### config.mk
export PLATFORM = sky130hd
export DESIGN_NAME = alu_issue_ctrl
export DESIGN_NICKNAME = d
export VERILOG_FILES = /design/src/rtl/tomasulo_pkg.sv /design/src/rtl/rr_arbiter.sv /design/src/rtl/alu_issue_ctrl.sv
export SDC_FILE = /design/constraint.sdc
export NUM_CORES = 1
export LEC_CHECK = 0
export ABC_AREA = 1
export CORE_AREA = 4 4 166 168
export DETAILED_ROUTE_END_ITERATION = 10
export DIE_AREA = 0 0 170 172
export REMOVE_ABC_BUFFERS = 1
export SYNTH_ARGS = -nofsm -noshare
export SYNTH_HDL_FRONTEND = slang
export SYNTH_SLANG_ARGS = --single-unit
export TNS_END_PERCENT = 20
### constraint.sdc
create_clock -name clk -period 1.38 [get_ports clk]
set_clock_uncertainty 0.05 [all_clocks]
set_input_delay 0.138 -clock clk [delete_from_list [all_inputs] [get_ports clk]]
set_output_delay 0.138 -clock clk [all_outputs]
set_load 0.1 [all_outputs]
### src/rtl/tomasulo_pkg.sv
// Shared Tomasulo core definitions: ALU op codes, ALU issue FSM states, default tag width.
package tomasulo_pkg;

  localparam int TAG_W_DEFAULT = 3;

  localparam logic [3:0] ALU_ADD  = 4'd1;
  localparam logic [3:0] ALU_SUB  = 4'd2;
  localparam logic [3:0] ALU_AND  = 4'd3;
  localparam logic [3:0] ALU_OR   = 4'd4;
  localparam logic [3:0] ALU_XOR  = 4'd5;
  localparam logic [3:0] ALU_SLL  = 4'd6;
  localparam logic [3:0] ALU_SRL  = 4'd7;
  localparam logic [3:0] ALU_SRA  = 4'd8;
  localparam logic [3:0] ALU_SLT  = 4'd9;
  localparam logic [3:0] ALU_SLTU = 4'd10;
  localparam logic [3:0] ALU_AOUT = 4'd11;
  localparam logic [3:0] ALU_BOUT = 4'd12;

  typedef enum logic [0:0] {
    ST_IDLE = 1'b0,
    ST_EXEC = 1'b1
  } alu_state_e;

endpackage

### src/rtl/rr_arbiter.sv
// Request arbiter producing a one-hot grant and its index.
// Build option ALU_ISSUE_RR_EN: round-robin from ptr; otherwise fixed priority, lowest index wins.
module rr_arbiter
  import tomasulo_pkg::*;
#(
  parameter int N     = 4,
  parameter int IDX_W = (N > 1) ? $clog2(N) : 1
) (
  input  logic [N-1:0]     req,
`ifdef ALU_ISSUE_RR_EN
  input  logic [IDX_W-1:0] ptr,
`endif
  output logic [N-1:0]     gnt,
  output logic [IDX_W-1:0] idx,
  output logic             any
);

`ifdef ALU_ISSUE_RR_EN
  // Scan from the farthest offset down so the entry closest to ptr wins.
  always_comb begin
    int cand;
    gnt  = {N{1'b0}};
    idx  = {IDX_W{1'b0}};
    any  = 1'b0;
    cand = 0;
    for (int k = N - 1; k >= 0; k--) begin
      cand = (int'(ptr) + k >= N) ? (int'(ptr) + k - N) : (int'(ptr) + k);
      if (req[cand]) begin
        gnt       = {N{1'b0}};
        gnt[cand] = 1'b1;
        idx       = IDX_W'(cand);
        any       = 1'b1;
      end else begin
        any = any;
      end
    end
  end
`else
  // Scan from the top down so the lowest requesting index wins.
  always_comb begin
    gnt = {N{1'b0}};
    idx = {IDX_W{1'b0}};
    any = 1'b0;
    for (int k = N - 1; k >= 0; k--) begin
      if (req[k]) begin
        gnt    = {N{1'b0}};
        gnt[k] = 1'b1;
        idx    = IDX_W'(k);
        any    = 1'b1;
      end else begin
        any = any;
      end
    end
  end
`endif

endmodule

### src/rtl/alu_issue_ctrl.sv
// Issue controller and one-entry result buffer for the shared integer ALU.
// Build option ALU_ISSUE_RR_EN selects round-robin arbitration (fixed priority when undefined).
module alu_issue_ctrl
  import tomasulo_pkg::*;
#(
  parameter int N_RS  = 4,
  parameter int TAG_W = TAG_W_DEFAULT
) (
  input  logic                  clk,
  input  logic                  rst_n,
  input  logic                  flush,
  input  logic [N_RS-1:0]       req,
  input  logic [4*N_RS-1:0]     req_op,
  input  logic [32*N_RS-1:0]    req_a,
  input  logic [32*N_RS-1:0]    req_b,
  input  logic [TAG_W*N_RS-1:0] req_tag,
  output logic [N_RS-1:0]       grant,
  output logic                  alu_en,
  output logic [3:0]            alu_ctrl,
  output logic [31:0]           alu_a,
  output logic [31:0]           alu_b,
  input  logic [31:0]           alu_res,
  input  logic                  alu_overflow,
  input  logic                  alu_finish,
  output logic                  cdb_valid,
  output logic [TAG_W-1:0]      cdb_tag,
  output logic [31:0]           cdb_data,
  output logic                  cdb_ovf,
  input  logic                  cdb_ready
);

  localparam int IDX_W = (N_RS > 1) ? $clog2(N_RS) : 1;

  alu_state_e        state_r;
  alu_state_e        state_nxt_s;
  logic [N_RS-1:0]   arb_gnt_s;
  logic [IDX_W-1:0]  sel_idx_s;
  logic              arb_any_s;
  logic              issue_s;
  logic              capture_s;
  logic [TAG_W-1:0]  tag_r;
  logic              cdb_valid_r;
  logic [TAG_W-1:0]  cdb_tag_r;
  logic [31:0]       cdb_data_r;
  logic              cdb_ovf_r;

  // Issue only into an empty or draining buffer, so a capture can never overrun it.
  assign issue_s   = (state_r == ST_IDLE) && arb_any_s && (!cdb_valid_r || cdb_ready) && !flush;
  assign capture_s = (state_r == ST_EXEC) && alu_finish && !flush;

`ifdef ALU_ISSUE_RR_EN
  logic [IDX_W-1:0] ptr_r;

  // Round-robin pointer moves just past the winner, and only on a grant.
  always_ff @(posedge clk or negedge rst_n) begin
    if (!rst_n) begin
      ptr_r <= {IDX_W{1'b0}};
    end else if (issue_s) begin
      ptr_r <= (int'(sel_idx_s) == N_RS - 1) ? {IDX_W{1'b0}} : sel_idx_s + IDX_W'(1);
    end else begin
      ptr_r <= ptr_r;
    end
  end
`endif

  rr_arbiter #(
    .N     (N_RS),
    .IDX_W (IDX_W)
  ) u_arb (
    .req (req),
`ifdef ALU_ISSUE_RR_EN
    .ptr (ptr_r),
`endif
    .gnt (arb_gnt_s),
    .idx (sel_idx_s),
    .any (arb_any_s)
  );

  // Next state and the combinational ALU handshake.
  always_comb begin
    state_nxt_s = state_r;
    grant       = {N_RS{1'b0}};
    alu_en      = 1'b0;
    alu_ctrl    = 4'd0;
    alu_a       = 32'd0;
    alu_b       = 32'd0;
    case (state_r)
      ST_IDLE: begin
        if (issue_s) begin
          grant       = arb_gnt_s;
          alu_en      = 1'b1;
          alu_ctrl    = req_op[int'(sel_idx_s)*4 +: 4];
          alu_a       = req_a[int'(sel_idx_s)*32 +: 32];
          alu_b       = req_b[int'(sel_idx_s)*32 +: 32];
          state_nxt_s = ST_EXEC;
        end else begin
          state_nxt_s = ST_IDLE;
        end
      end
      ST_EXEC: begin
        if (flush || alu_finish) begin
          state_nxt_s = ST_IDLE;
        end else begin
          state_nxt_s = ST_EXEC;
        end
      end
      default: begin
        state_nxt_s = ST_IDLE;
      end
    endcase
  end

  // FSM state register.
  always_ff @(posedge clk or negedge rst_n) begin
    if (!rst_n) begin
      state_r <= ST_IDLE;
    end else begin
      state_r <= state_nxt_s;
    end
  end

  // Tag of the in-flight op, attached to its result at capture.
  always_ff @(posedge clk or negedge rst_n) begin
    if (!rst_n) begin
      tag_r <= {TAG_W{1'b0}};
    end else if (issue_s) begin
      tag_r <= req_tag[int'(sel_idx_s)*TAG_W +: TAG_W];
    end else begin
      tag_r <= tag_r;
    end
  end

  // Result buffer: flush squashes, capture beats a same-edge drain, drain keeps data.
  always_ff @(posedge clk or negedge rst_n) begin
    if (!rst_n) begin
      cdb_valid_r <= 1'b0;
      cdb_tag_r   <= {TAG_W{1'b0}};
      cdb_data_r  <= 32'd0;
      cdb_ovf_r   <= 1'b0;
    end else if (flush) begin
      cdb_valid_r <= 1'b0;
    end else if (capture_s) begin
      cdb_valid_r <= 1'b1;
      cdb_tag_r   <= tag_r;
      cdb_data_r  <= alu_res;
      cdb_ovf_r   <= alu_overflow;
    end else if (cdb_ready) begin
      cdb_valid_r <= 1'b0;
    end else begin
      cdb_valid_r <= cdb_valid_r;
    end
  end

  assign cdb_valid = cdb_valid_r;
  assign cdb_tag   = cdb_tag_r;
  assign cdb_data  = cdb_data_r;
  assign cdb_ovf   = cdb_ovf_r;

endmodule

* Yosys cells after proc, flatten, opt, wreduce, memory -nomap -nowiden
Index checks and enable logic that the tools add are counted.
W data, S select, Z words.
** Cells by class
- Reductions and logical operators :: 11
- Multiplexer cells :: 27
- Shifts and indexed selects :: 4
- Multipliers :: 1
- Bitwise logic cells :: 2
** Operator list (number)
- $shiftx A128 B8 Y32 :: 2
- $mux W32 :: 4
- $mux W4 :: 8
- $shiftx A16 B5 Y4 :: 1
- $shiftx A12 B5 Y3 :: 1
- $mux W1 :: 10
- $mux W2 :: 4
- $logic_and A1 B1 Y1 :: 5
- $mul A2 B2 Y4 const B :: 1
- $reduce_bool A3 Y1 :: 1
- $logic_not A1 Y1 :: 2
- $logic_or A1 B1 Y1 :: 2
- $not A1 Y1 :: 2
- $pmux W1 S2 :: 1
- $reduce_and A2 Y1 :: 1
** Word-level totals
- Bits of input ports :: 326
- Word-level logic and storage cells :: 51
- Register bits :: 41

* Longest topological paths before layout
- Word-level depth :: 9
- Depth in mapped cells :: 9
- Gate-level depth less buffers :: 8

* By module
Synthesis repeated with hierarchy kept, for this count alone.
** Unflattened totals
- Cells, all modules :: 968
- Area, all modules :: 5071.1 µm²
** By module, submodules not included
- alu_issue_ctrl :: area an instance 5006.1 µm², times used 1, cells an instance 953
- rr_arbiter :: area an instance 65.1 µm², times used 1, cells an instance 15

* Worst setup path before layout
Ideal clock, no wire load.
- Path type :: reg-to-output
- From :: register cdb_valid_r, in the netlist cdb_valid
- To :: output grant[2]
- Slack :: -2.100 ns
- Data required time :: 1.192 ns
- Arrival :: 3.292 ns
- Cell stages (with the launch flop) :: 5
- Cells stage by stage :: dfrtp_1 > nand2_1 > nand3_1 > buf_2 > nor3_1
** On the way
- Word-level cells in the longest chain between the ends :: 6
** RTL lines
- start, declared :: line alu_issue_ctrl.sv:42 : logic cdb_valid_r;
- start signal, assigned :: line alu_issue_ctrl.sv:150 : cdb_valid_r <= cdb_valid_r;
- $logic_not A1 Y1 :: line alu_issue_ctrl.sv:48 : assign issue_s = (state_r == ST_IDLE) && arb_any_s && (!cdb_valid_r || cdb_ready) && !flush;
- $logic_or A1 B1 Y1 :: line alu_issue_ctrl.sv:48
- $logic_and A1 B1 Y1 (2 in series) :: line alu_issue_ctrl.sv:48
- $mux W4 :: line alu_issue_ctrl.sv:89 : if (issue_s) begin
- $mux W4 :: line alu_issue_ctrl.sv:87 : case (state_r)
- end, declared :: line alu_issue_ctrl.sv:17 : output logic [N_RS-1:0] grant,
No other way between the ends.

* Final worst setup path
- From :: register state_r
- To :: output alu_a[18]
** On the way
- Word-level cells in the longest chain between the ends :: 6
** RTL lines
- start, declared :: line alu_issue_ctrl.sv:34 : alu_state_e state_r;
- start signal, assigned :: line alu_issue_ctrl.sv:118 : state_r <= state_nxt_s;
- $not A1 Y1
- $logic_and A1 B1 Y1 (3 in series) :: line alu_issue_ctrl.sv:48
- $mux W32 :: line alu_issue_ctrl.sv:89
- $mux W32 * :: line alu_issue_ctrl.sv:87
- end, declared :: line alu_issue_ctrl.sv:20 : output logic [31:0] alu_a,
Every way passes the cells marked *; elsewhere a longest branch is shown, timed or not.

==> key figures <==
Worst setup path
  • Worst endpoint required time: 1.19 ns
  • CP max stage cell: dfrtp_1
  • Cells on worst reg2reg path: 6
  • CP peak stage delay: a little under 0.4 ns
  • Reg2reg end: tag_r[2]$_DFFE_PN0P_
  • WP data arrival: 1.67 ns
  • Crit path cell chain: nor2_2 -> nand3_4 -> buf_12 -> a21oi_1 -> buf_4 -> buf_12
  • Most frequent CP cell: buf_12
  • Reg2reg start: cdb_valid$_DFFE_PN0P_
  • Critical Path Fanout Max: 39
  • Critical Path Source Type: flop
  • Nature of the critical path endpoint: output pin
  • CP top delay family: buffers and inverters
  • Bufs and invs on worst path: 3
  • R2r setup slk: -0.01 ns
  • Critical setup path kind: reg -> out

Global routing
  • Global-route wire length before repair: between 40 and 50 mm
  • Number of global-route vias before repair: 7,349
  • Largest net degree at the start of global routing: 65
  • Antenna violations before repair: 2
  • Total GRT Usage: between 10% and 20%
  • GR Overflow Total: 0

Final layout
  • Register area: ~1000 um^2
  • Share of cells above drive strength 1: a little over a fifth
  • Fill count: about 2,500
  • Design Area, Final: ~12,000 um^2
  • Multi-input gate area: around 3300 um^2
  • Layout area overhead: 138.3%
  • Final nets: 1,657

Worst hold path
  • Min-delay worst type: in -> async

Floorplanning
  • Core Area: between 20,000 and 30,000 um^2
  • Die height: ~170 um
  • Initial Util: between 10% and 20%
  • I/O Pins: 436
  • Row cnt: about 60
  • Die W: around 170 um
  • Die Area: 29,240 um^2

Detailed routing
  • Vias per cell: 4.374
  • # DRC: 0
  • 1st-iter DRT viols: 337
  • Routed len/inst: around 18 um
  • Via count: about 7,300
  • Antenna viol nets, final: 0
  • WL final: 29.81 mm
  • First drt pass iteration count: 5

Clock tree
  • Worst-path clk slew: approximately 0.06 ns
  • Num CTS Buffers: 5
  • H-tree Lvls: 2
  • CTS tree: built
  • CTS max path bufs: 2
  • Root buf cell: clkbuf_16
  • Clk_lat worst skew: approximately 0.28 ns
  • CTS sink cnt: 41

Logic synthesis
  • #FFs+latches synth: 41
  • Post-synth top cells: nand2_1, inv_1, nand3_1
  • Yosys warns: 0
  • Count leader, synth: nand2_1
  • Synth async-reset ratio: 100.0%
  • Mapped Cells: a little under 900
  • Distinct cells, synth: 19
  • Cell Area, Synth: around 5000 um^2
  • Sequential-to-total area share from yosys stat: a little over 20%
  • Post-synth EDFFs: 0
  • Synth area leader: dfrtp_1
  • Mean Syn Cell Area: between 5 and 6 um^2
  • Top cells by area, synth: dfrtp_1, nand2_1, inv_1
  • Main synth FF type: dfrtp_1
  • Synth top area share: 20.11%

Placed design
  • HPWL after DPL: approximately 22 mm
  • Port bufs: about 440
  • RePlAce Congestion: approximately 0.91
  • DP Area: approximately 11,000 um^2

Timing
  • Slew HR: 78.43%
  • Max Freq: 539.5 MHz
  • Setup ws final: -0.4736 ns
  • Pin slew with the least headroom to its limit: 0.3236 ns
  • RSZ-0062 raised after global routing: yes
  • Crit path time final: 1.854 ns
  • Crit share post-route: 134.3%
  • Final hold vios: 0
  • Final setup TNS: -28.39 ns
  • Final Max Tran Viols: 0
  • Setup violations, final: between 70 and 80

Power
  • Maximum VDD drop: 1.243 mV
  • PwrDens: roughly 1000 nW/um^2
  • Static leakage: just under 6 nW

Flow run
  • Max-cap violations: 0

Status
  • Failing checks: setup timing
  • Status: finished, violations left
==> cells in the final DEF, fill, tap and decap left out <==
cell type / instances
buf_12: 130
buf_16: 13
nand2_1: 222
buf_2: 4
clkbuf_16: 5
bufbuf_16: 1
a21oi_2: 44
clkdlybuf4s50_1: 320
nand2_2: 1
o21ai_0: 2
nand3_2: 7
nor3_4: 2
nand2_4: 3
clkinv_2: 2
nand2_8: 1
nor2_2: 1
buf_4: 25
nor2_4: 3
nand3_4: 3
a21oi_4: 2
nand3b_1: 68
a21oi_1: 22
diode_2: 2
clkbuf_1: 1
buf_6: 2
dfrtp_1: 41
mux2_4: 1
nand3_1: 144
mux2_2: 35
inv_16: 1
dlygate4sd3_1: 1
inv_2: 4
nor2_1: 2
inv_1: 219
==> through the flow <==
| stage | utilization [%] | setup slack (ns) | hold WS (ns) | power [W] | instances |
|---|---|---|---|---|---|
| 2_1_floorplan | - | -3.603 | -0.2076 | 0.006960 | 828 |
| 3_3_place_gp | 43.30 | -0.7862 | 0.08430 | 0.01107 | 1638 |
| 5_1_grt | 46.92 | -0.5193 | 0.3299 | 0.01306 | 1669 |
| 3_5_place_dp | 43.30 | -0.8121 | 0.08546 | 0.01112 | 1638 |
| 6_report | 46.92 | -0.4736 | 0.3076 | 0.01258 | 1669 |
| 4_1_cts | 46.84 | -0.4650 | 0.3165 | 0.01267 | 1667 |
==> cell families (layout without fill, tap and decap cells) <==
kind of cell / count (synthesis) / count (layout) / share of synthesized area, %
simple gates: 457 / 457 / 43.00
buf+inv: 287 / 728 / 22.08
compound gates: 70 / 70 / 6.868
flops: 41 / 41 / 20.11
mux: 36 / 36 / 7.947
other cells: 0 / 2 / 0
==> per-layer routing <==
layer	vias to the layer above	share of wire [%]	track usage (%)
met5	-	0	0
met4	0	1.9	3.854
met3	32	6.1	3.475
met2	254	53	35.42
met1	3401	39	23.08
li1	3613	-	-
==> worst max path at each step <==
stage | startpoint | to | slack, ns | cells after the start
3_5_place_dp | req[0] | alu_a[28] | -0.81 | 8
4_1_cts | state_r$_DFF_PN0_ | alu_a[18] | -0.46 | 6
6_report | state_r$_DFF_PN0_ | alu_a[18] | -0.47 | 6
3_3_place_gp | req[0] | alu_a[28] | -0.79 | 8
2_1_floorplan | req[0] | alu_a[0] | -3.60 | 6
5_1_grt | state_r$_DFF_PN0_ | alu_a[18] | -0.52 | 6
==> final cells by class <==
class	instances	area share, %
Timing Repair Buffer	496	52.94
Multi-Input combinational cell	563	26.93
Sequential cell	41	8.440
Inverter	224	7.050
Tap cell	335	3.448
Clock buffer	6	1.060
Clock inverter	2	0.08234
Antenna cell	2	0.04117
==> worst reg2reg max path: stages (launching register included) <==
cell and delay, ns:
dfrtp_1 0.36, nand2_1 0.11, nand3_4 0.13, buf_12 0.25
inv_1 0.21, nand2_1 0.12, nand2_1 0.05
==> timing repair <==
action	in CTS	in global routing
resized for setup	101	4
buffers inserted	8	0
endpoints found under the hold margin	41	0
hold buffers	1	0
setup endpoints to repair	76	98
cloned	12	0
pin swaps	21	5
==> report_power, final <==
group	internal, W	total, W	switching [W]
combinational	0.00380	0.00948	0.00568
clock	0.000665	0.00115	0.000486
sequential	0.00158	0.00195	0.000378
total	0.00604	0.0126	0.00654
==> state kept, by name, indices dropped and copies added (netlist names) <==
register and flops:
cdb_valid 1, state_r 1, tag_r 3, cdb_tag 3, cdb_ovf 1, cdb_data 32
Note: power is estimated with default switching activity, not from simulation.
